--- src/rtl/video_timing_pkg.sv ---
// Shared definitions for the raster timing generator: display-mode constant
// sets and the per-axis region encoding.
package video_timing_pkg;

    // One complete display mode: region lengths for both axes plus the
    // asserted level of each sync output.
    typedef struct packed {
        int unsigned h_active;
        int unsigned h_fp;
        int unsigned h_sync;
        int unsigned h_bp;
        int unsigned v_active;
        int unsigned v_fp;
        int unsigned v_sync;
        int unsigned v_bp;
        bit          hs_pol;
        bit          vs_pol;
    } mode_t;

    // Region an axis counter currently sits in; regions run in this order.
    typedef enum logic [1:0] {
        REG_ACTIVE = 2'd0,
        REG_FP     = 2'd1,
        REG_SYNC   = 2'd2,
        REG_BP     = 2'd3
    } region_t;

    // 640x480 @ 60 Hz, negative syncs.
    localparam mode_t VGA_640x480 = '{
        h_active: 640, h_fp: 16, h_sync: 96, h_bp: 48,
        v_active: 480, v_fp: 10, v_sync: 2,  v_bp: 33,
        hs_pol: 1'b0, vs_pol: 1'b0
    };

    // 1280x720 @ 60 Hz, positive syncs.
    localparam mode_t HD_1280x720 = '{
        h_active: 1280, h_fp: 110, h_sync: 40, h_bp: 220,
        v_active: 720,  v_fp: 5,   v_sync: 5,  v_bp: 20,
        hs_pol: 1'b1, vs_pol: 1'b1
    };

endpackage

--- src/rtl/video_axis_cnt.sv ---
// One raster axis: a wrapping position counter with region decode. Used once
// per pixel (horizontal) and once per line (vertical).
module video_axis_cnt
    import video_timing_pkg::*;
#(
    parameter int CW = 12
) (
    input  logic          clk,
    input  logic          rst,
    input  logic          clr,
    input  logic          step,
    input  logic [CW-1:0] len_active,
    input  logic [CW-1:0] len_fp,
    input  logic [CW-1:0] len_sync,
    input  logic [CW-1:0] len_bp,
    output logic [CW-1:0] count,
    output logic          wrap,
    output logic          in_active,
    output logic          in_sync
);

    logic [CW-1:0] total;
    logic [CW-1:0] last;
    logic [CW-1:0] sync_start;
    logic [CW-1:0] sync_end;
    logic          at_last;
    region_t       region;

    assign total      = len_active + len_fp + len_sync + len_bp;
    assign last       = total - 1'b1;
    assign sync_start = len_active + len_fp;
    assign sync_end   = sync_start + len_sync;
    assign at_last    = (count == last);

    // Wrap is qualified by step so the next axis advances exactly once per
    // completed period of this one.
    assign wrap = step && at_last;

    // Position counter: clears on request, otherwise advances and wraps on step.
    always_ff @(posedge clk or posedge rst) begin
        if (rst) begin
            count <= '0;
        end else if (clr) begin
            count <= '0;
        end else if (step) begin
            count <= at_last ? '0 : count + 1'b1;
        end
    end

    // Region decode of the current position.
    always_comb begin
        region = REG_BP;
        if (count < len_active) begin
            region = REG_ACTIVE;
        end else if (count < sync_start) begin
            region = REG_FP;
        end else if (count < sync_end) begin
            region = REG_SYNC;
        end
    end

    assign in_active = (region == REG_ACTIVE);
    assign in_sync   = (region == REG_SYNC);

endmodule

--- src/rtl/video_timing_gen.sv ---
// Raster timing generator: chains a horizontal and a vertical axis counter and
// registers the decoded sync / data-enable / coordinate outputs, so every
// output lags the counters by one pixel clock and all outputs stay aligned.
module video_timing_gen
    import video_timing_pkg::*;
#(
    parameter int unsigned H_ACTIVE = VGA_640x480.h_active,
    parameter int unsigned H_FP     = VGA_640x480.h_fp,
    parameter int unsigned H_SYNC   = VGA_640x480.h_sync,
    parameter int unsigned H_BP     = VGA_640x480.h_bp,
    parameter int unsigned V_ACTIVE = VGA_640x480.v_active,
    parameter int unsigned V_FP     = VGA_640x480.v_fp,
    parameter int unsigned V_SYNC   = VGA_640x480.v_sync,
    parameter int unsigned V_BP     = VGA_640x480.v_bp,
    parameter bit          HS_POL   = VGA_640x480.hs_pol,
    parameter bit          VS_POL   = VGA_640x480.vs_pol,
    parameter int          CW       = 12
) (
    input  logic          pix_clk,
    input  logic          rst,
    input  logic          en,
    output logic          hsync,
    output logic          vsync,
    output logic          vde,
    output logic [CW-1:0] x,
    output logic [CW-1:0] y,
    output logic          line_start,
    output logic          frame_start
);

    localparam logic [CW-1:0] H_ACT_W  = CW'(H_ACTIVE);
    localparam logic [CW-1:0] H_FP_W   = CW'(H_FP);
    localparam logic [CW-1:0] H_SYNC_W = CW'(H_SYNC);
    localparam logic [CW-1:0] H_BP_W   = CW'(H_BP);
    localparam logic [CW-1:0] V_ACT_W  = CW'(V_ACTIVE);
    localparam logic [CW-1:0] V_FP_W   = CW'(V_FP);
    localparam logic [CW-1:0] V_SYNC_W = CW'(V_SYNC);
    localparam logic [CW-1:0] V_BP_W   = CW'(V_BP);

    logic [CW-1:0] h_cnt;
    logic [CW-1:0] v_cnt;
    logic          h_wrap;
    logic          h_in_active;
    logic          h_in_sync;
    logic          v_in_active;
    logic          v_in_sync;
    // End-of-frame is not needed: frame_start decodes (0,0) directly.
    logic          v_wrap_unused;

    // Pixel counter: steps every enabled cycle.
    video_axis_cnt #(.CW(CW)) u_h_cnt (
        .clk        (pix_clk),
        .rst        (rst),
        .clr        (~en),
        .step       (en),
        .len_active (H_ACT_W),
        .len_fp     (H_FP_W),
        .len_sync   (H_SYNC_W),
        .len_bp     (H_BP_W),
        .count      (h_cnt),
        .wrap       (h_wrap),
        .in_active  (h_in_active),
        .in_sync    (h_in_sync)
    );

    // Line counter: steps once per completed line, so vsync edges are
    // line-aligned by construction.
    video_axis_cnt #(.CW(CW)) u_v_cnt (
        .clk        (pix_clk),
        .rst        (rst),
        .clr        (~en),
        .step       (h_wrap),
        .len_active (V_ACT_W),
        .len_fp     (V_FP_W),
        .len_sync   (V_SYNC_W),
        .len_bp     (V_BP_W),
        .count      (v_cnt),
        .wrap       (v_wrap_unused),
        .in_active  (v_in_active),
        .in_sync    (v_in_sync)
    );

    // Registered output decode; en low forces the same values as reset.
    always_ff @(posedge pix_clk or posedge rst) begin
        if (rst) begin
            hsync       <= ~HS_POL;
            vsync       <= ~VS_POL;
            vde         <= 1'b0;
            x           <= '0;
            y           <= '0;
            line_start  <= 1'b0;
            frame_start <= 1'b0;
        end else if (!en) begin
            hsync       <= ~HS_POL;
            vsync       <= ~VS_POL;
            vde         <= 1'b0;
            x           <= '0;
            y           <= '0;
            line_start  <= 1'b0;
            frame_start <= 1'b0;
        end else begin
            hsync       <= h_in_sync ? HS_POL : ~HS_POL;
            vsync       <= v_in_sync ? VS_POL : ~VS_POL;
            vde         <= h_in_active && v_in_active;
            x           <= h_cnt;
            y           <= v_cnt;
            line_start  <= (h_cnt == '0) && v_in_active;
            frame_start <= (h_cnt == '0) && (v_cnt == '0);
        end
    end

endmodule

--- config.mk ---
export PLATFORM = sky130hd
export DESIGN_NAME = video_timing_gen
export DESIGN_NICKNAME = d
export VERILOG_FILES = /design/src/rtl/video_timing_pkg.sv /design/src/rtl/video_axis_cnt.sv /design/src/rtl/video_timing_gen.sv
export SDC_FILE = /design/constraint.sdc
export NUM_CORES = 1
export LEC_CHECK = 0
export ABC_AREA = 0
export BUFFER_PORTS_ARGS = -buffer_cell sky130_fd_sc_hd__buf_4
export CAP_MARGIN = 25
export CORE_UTILIZATION = 41
export CTS_CLUSTER_DIAMETER = 120
export DETAILED_ROUTE_END_ITERATION = 10
export PLACE_DENSITY_LB_ADDON = 0.1
export SLEW_MARGIN = 30
export SYNTH_ARGS = -nofsm -noshare
export SYNTH_HDL_FRONTEND = slang
export SYNTH_SLANG_ARGS = --single-unit
--- constraint.sdc ---
create_clock -name pix_clk -period 3.7 [get_ports pix_clk]
set_input_delay 0.185 -clock pix_clk [delete_from_list [all_inputs] [get_ports pix_clk]]
set_output_delay 0.185 -clock pix_clk [all_outputs]
set_load 0.02 [all_outputs]
==> reports/results.ini <==
[place]
gp_congestion = 0.846
io_buffer_count = 31
dpl-instance-area_mm2 = 0.00263
dp_hpwl_um = 3120
post-place-ws_ns = 1.57

[drt]
drtIter0Drc = 91
wl_um = 4670
drc = 0
vias = 1639
drt_pass1_iterations = 4
routedWlPerCell_um = 14.8
detail-route-antenna-nets = 0
vias_per_cell = 5.20

[power_and_ir_drop]
p_int_uw = 737
cellPowerDensity_mw_per_mm2 = 358
seqPwrFrac = 0.607
power.share.combinational = 0.055
max-vdd-ir-drop_mv = 0.169
clock_power_share = 0.338
swShare = 0.242
p_leak_nw = 1.26
p_switching_uw = 236

[worst_setup_path]
worstPathMaxFanout = 13
crit_required_ns = 3.91
endpoint_kind = flip-flop
worstPathArrival_ns = 2.36
worstSetupPathType = flip-flop to flip-flop
crit_path_start_kind = flip-flop

[synth]
synth-main-ff-cell = dfrtp_1
synth-edff-count = 0
synthArstFlopShare = 1.00
syn_nets = 219
synth_seq_cells = 53
netlist_area_mm2 = 0.00235
avgSynthCellArea_um2 = 11.1
ys_seq_area_frac = 0.565
ys_types = 42
syn_inst = 212
yosysWarningCount = 0

[timing]
fin_skew_ns = 0.0106
rsz0062_at_grt = no
setup_tns_ns = 0
slew_viol_final = 0
period_needed_ns = 2.15
slew_headroom = 0.570
fin_crit_sh = 0.582
finalHoldViolations = 0
finalSetupViolations = 0
fmax_mhz = 464
worst_pin_slew_ns = 0.645
setup_ws_ns = 1.55

[final_layout]
final.fill_count = 523
area_growth_pct = 15.5
fin_nets = 249
n_antenna_cell = 0
final_cell_area_mm2 = 0.00272
layout-drive-gt1-share = 0.210

[status]
status = complete, no violations

[run]
max_cap_violations = 0

[die]
num_io_pins = 32
die_area_mm2 = 0.00604
rows = 27
die_x_um = 77.7
core_area_mm2 = 0.00551
die_y_um = 77.7
start_util = 0.427

[cts]
clockBufferDepth = 2
cts-root-buf = clkbuf_8
holdBufCountCts = 0
ctsResizeCount = 0
cts_setup_buffers = 0
cts_tree = yes
cts.htree.levels = 2
clkLatencyLatePin_ns = 0.31
clkTransAtPathRegs_ns = 0.10
cts_sinks = 53
cts_buffers = 5

[grt]
grt.overflow.total = 0
grt_pass1_vias = 1594
track_usage = 0.170
antenna_found_initial = 0
grt_first_pass_wirelength_um = 8030
grt_max_degree = 54

[hold_path]
min-delay-path-class = input pin to asynchronous set/reset pin

## Yosys cell counts (2+ instances only)
cell type  instances  area (um^2)
a21oi_1            2         10.0
a22o_1             7         61.3
and2_1            16          100
and4_1             5         43.8
buf_4              2         15.0
clkbuf_1           6         22.5
dfrtp_1           51         1280
dfstp_2            2         52.6
ha_1               4         50.1
inv_1             10         37.5
nand2_1            9         33.8
nand3_1            6         30.0
nand4_1            7         43.8
nor2_1            22         82.6
nor2b_1            3         18.8
nor3_1             8         40.0
nor3b_1            2         15.0
nor4_1             8         50.1
o21a_1             3         22.5
o21ai_0            7         35.0
or3_1              2         12.5
or4_1              2         15.0
xnor2_1            5         43.8
xor2_1             5         43.8
## per-stage QoR
step           utilization  hold slack (ns)  std cells  power [mW]
3_3_place_gp         0.477            0.417        307       0.657
3_5_place_dp         0.477            0.415        307       0.657
5_1_grt              0.493            0.107        315        1.02
6_report             0.493           0.0461        315       0.973
2_1_floorplan            -            0.463        212       0.635
4_1_cts              0.493           0.0739        315       0.988
## layout make-up
type,instances,area (um^2),area share
Clock buffer,5,68.8,0.0253
Sequential cell,53,1330,0.489
Inverter,10,37.5,0.0138
Timing Repair Buffer,33,248,0.0912
Multi-Input combinational cell,139,921,0.339
Clock inverter,3,21.3,0.00783
Tap cell,72,90.1,0.0332
## routing by layer
metal,part of all wire,routed length (um),vias to the layer above,GRT usage
li1,-,-,808,-
met4,0.0096,45,0,0.0528
met2,0.42,1950,47,0.242
met5,0,0,-,0
met3,0.053,245,8,0.0329
met1,0.52,2420,776,0.259
## power by group through the flow
stage | clock network (mW) | logic (mW) | registers (mW)
floorplan | 0 | 0.0283 | 0.607
global placement | 0 | 0.0550 | 0.602
detailed placement | 0 | 0.0550 | 0.602
CTS | 0.342 | 0.0551 | 0.591
global route | 0.367 | 0.0602 | 0.592
finish | 0.329 | 0.0533 | 0.591
## worst paths after layout
| kind | cells past startpoint | startpoint | slack (ns) | endpoint |
|---|---|---|---|---|
| min in group pix_clk | 3 | en | 0.23 | u_h_cnt.count[11] |
| setup reg to reg | 6 | u_h_cnt.count[0] | 1.55 | u_v_cnt.count[9] |
| hold / removal | 3 | rst | 0.05 | y[2] |
| setup / recovery | 6 | u_h_cnt.count[0] | 1.55 | u_v_cnt.count[9] |
| max in group asynchronous | 3 | rst | 3.21 | x[5] |
| hold reg to reg | 1 | u_h_cnt.count[0] | 0.54 | u_h_cnt.count[0] |
## state kept, by name, summed over array words and instances, names as in the netlist
name and cells:
y 12, frame_start 1, hsync 1, u_v_cnt.count 12, u_h_cnt.count 12, vde 1, line_start 1, vsync 1
x 12
## placed cells by master, fill, tap and decap left out, drive strengths merged, types with 2 or more instances in the layout
cell type and count:
nor3b 2, nor3 8, nand3 6, or4 3, dfstp 2, nor4 8, or3 2, o311ai 2
nor2b 3, o21ai 7, xnor2 5, nor2 23, dfrtp 51, and2 17, a22o 7, ha 4
nand4 7, clkbuf 5, inv 11, a21oi 2, nand2 9, and4 5, xor2 5, buf 33
o21a 3
## cell families after synthesis
logic type,count (synthesis),synth area share
simple gates,99,0.240
flops,53,0.565
compound gates,25,0.0884
buf+inv,20,0.0426
xor+xnor,10,0.0373
fa+ha+maj,4,0.0213
mux,1,0.00479
## worst max-delay path, stage by stage (launching register included)
cell and delay (ns):
dfrtp_1 0.43, ha_1 0.24, nand4_1 0.27, o41ai_4 0.49, buf_4 0.27, o21ai_0 0.11
a22o_1 0.23
Note: power is estimated with default switching activity, not from simulation.
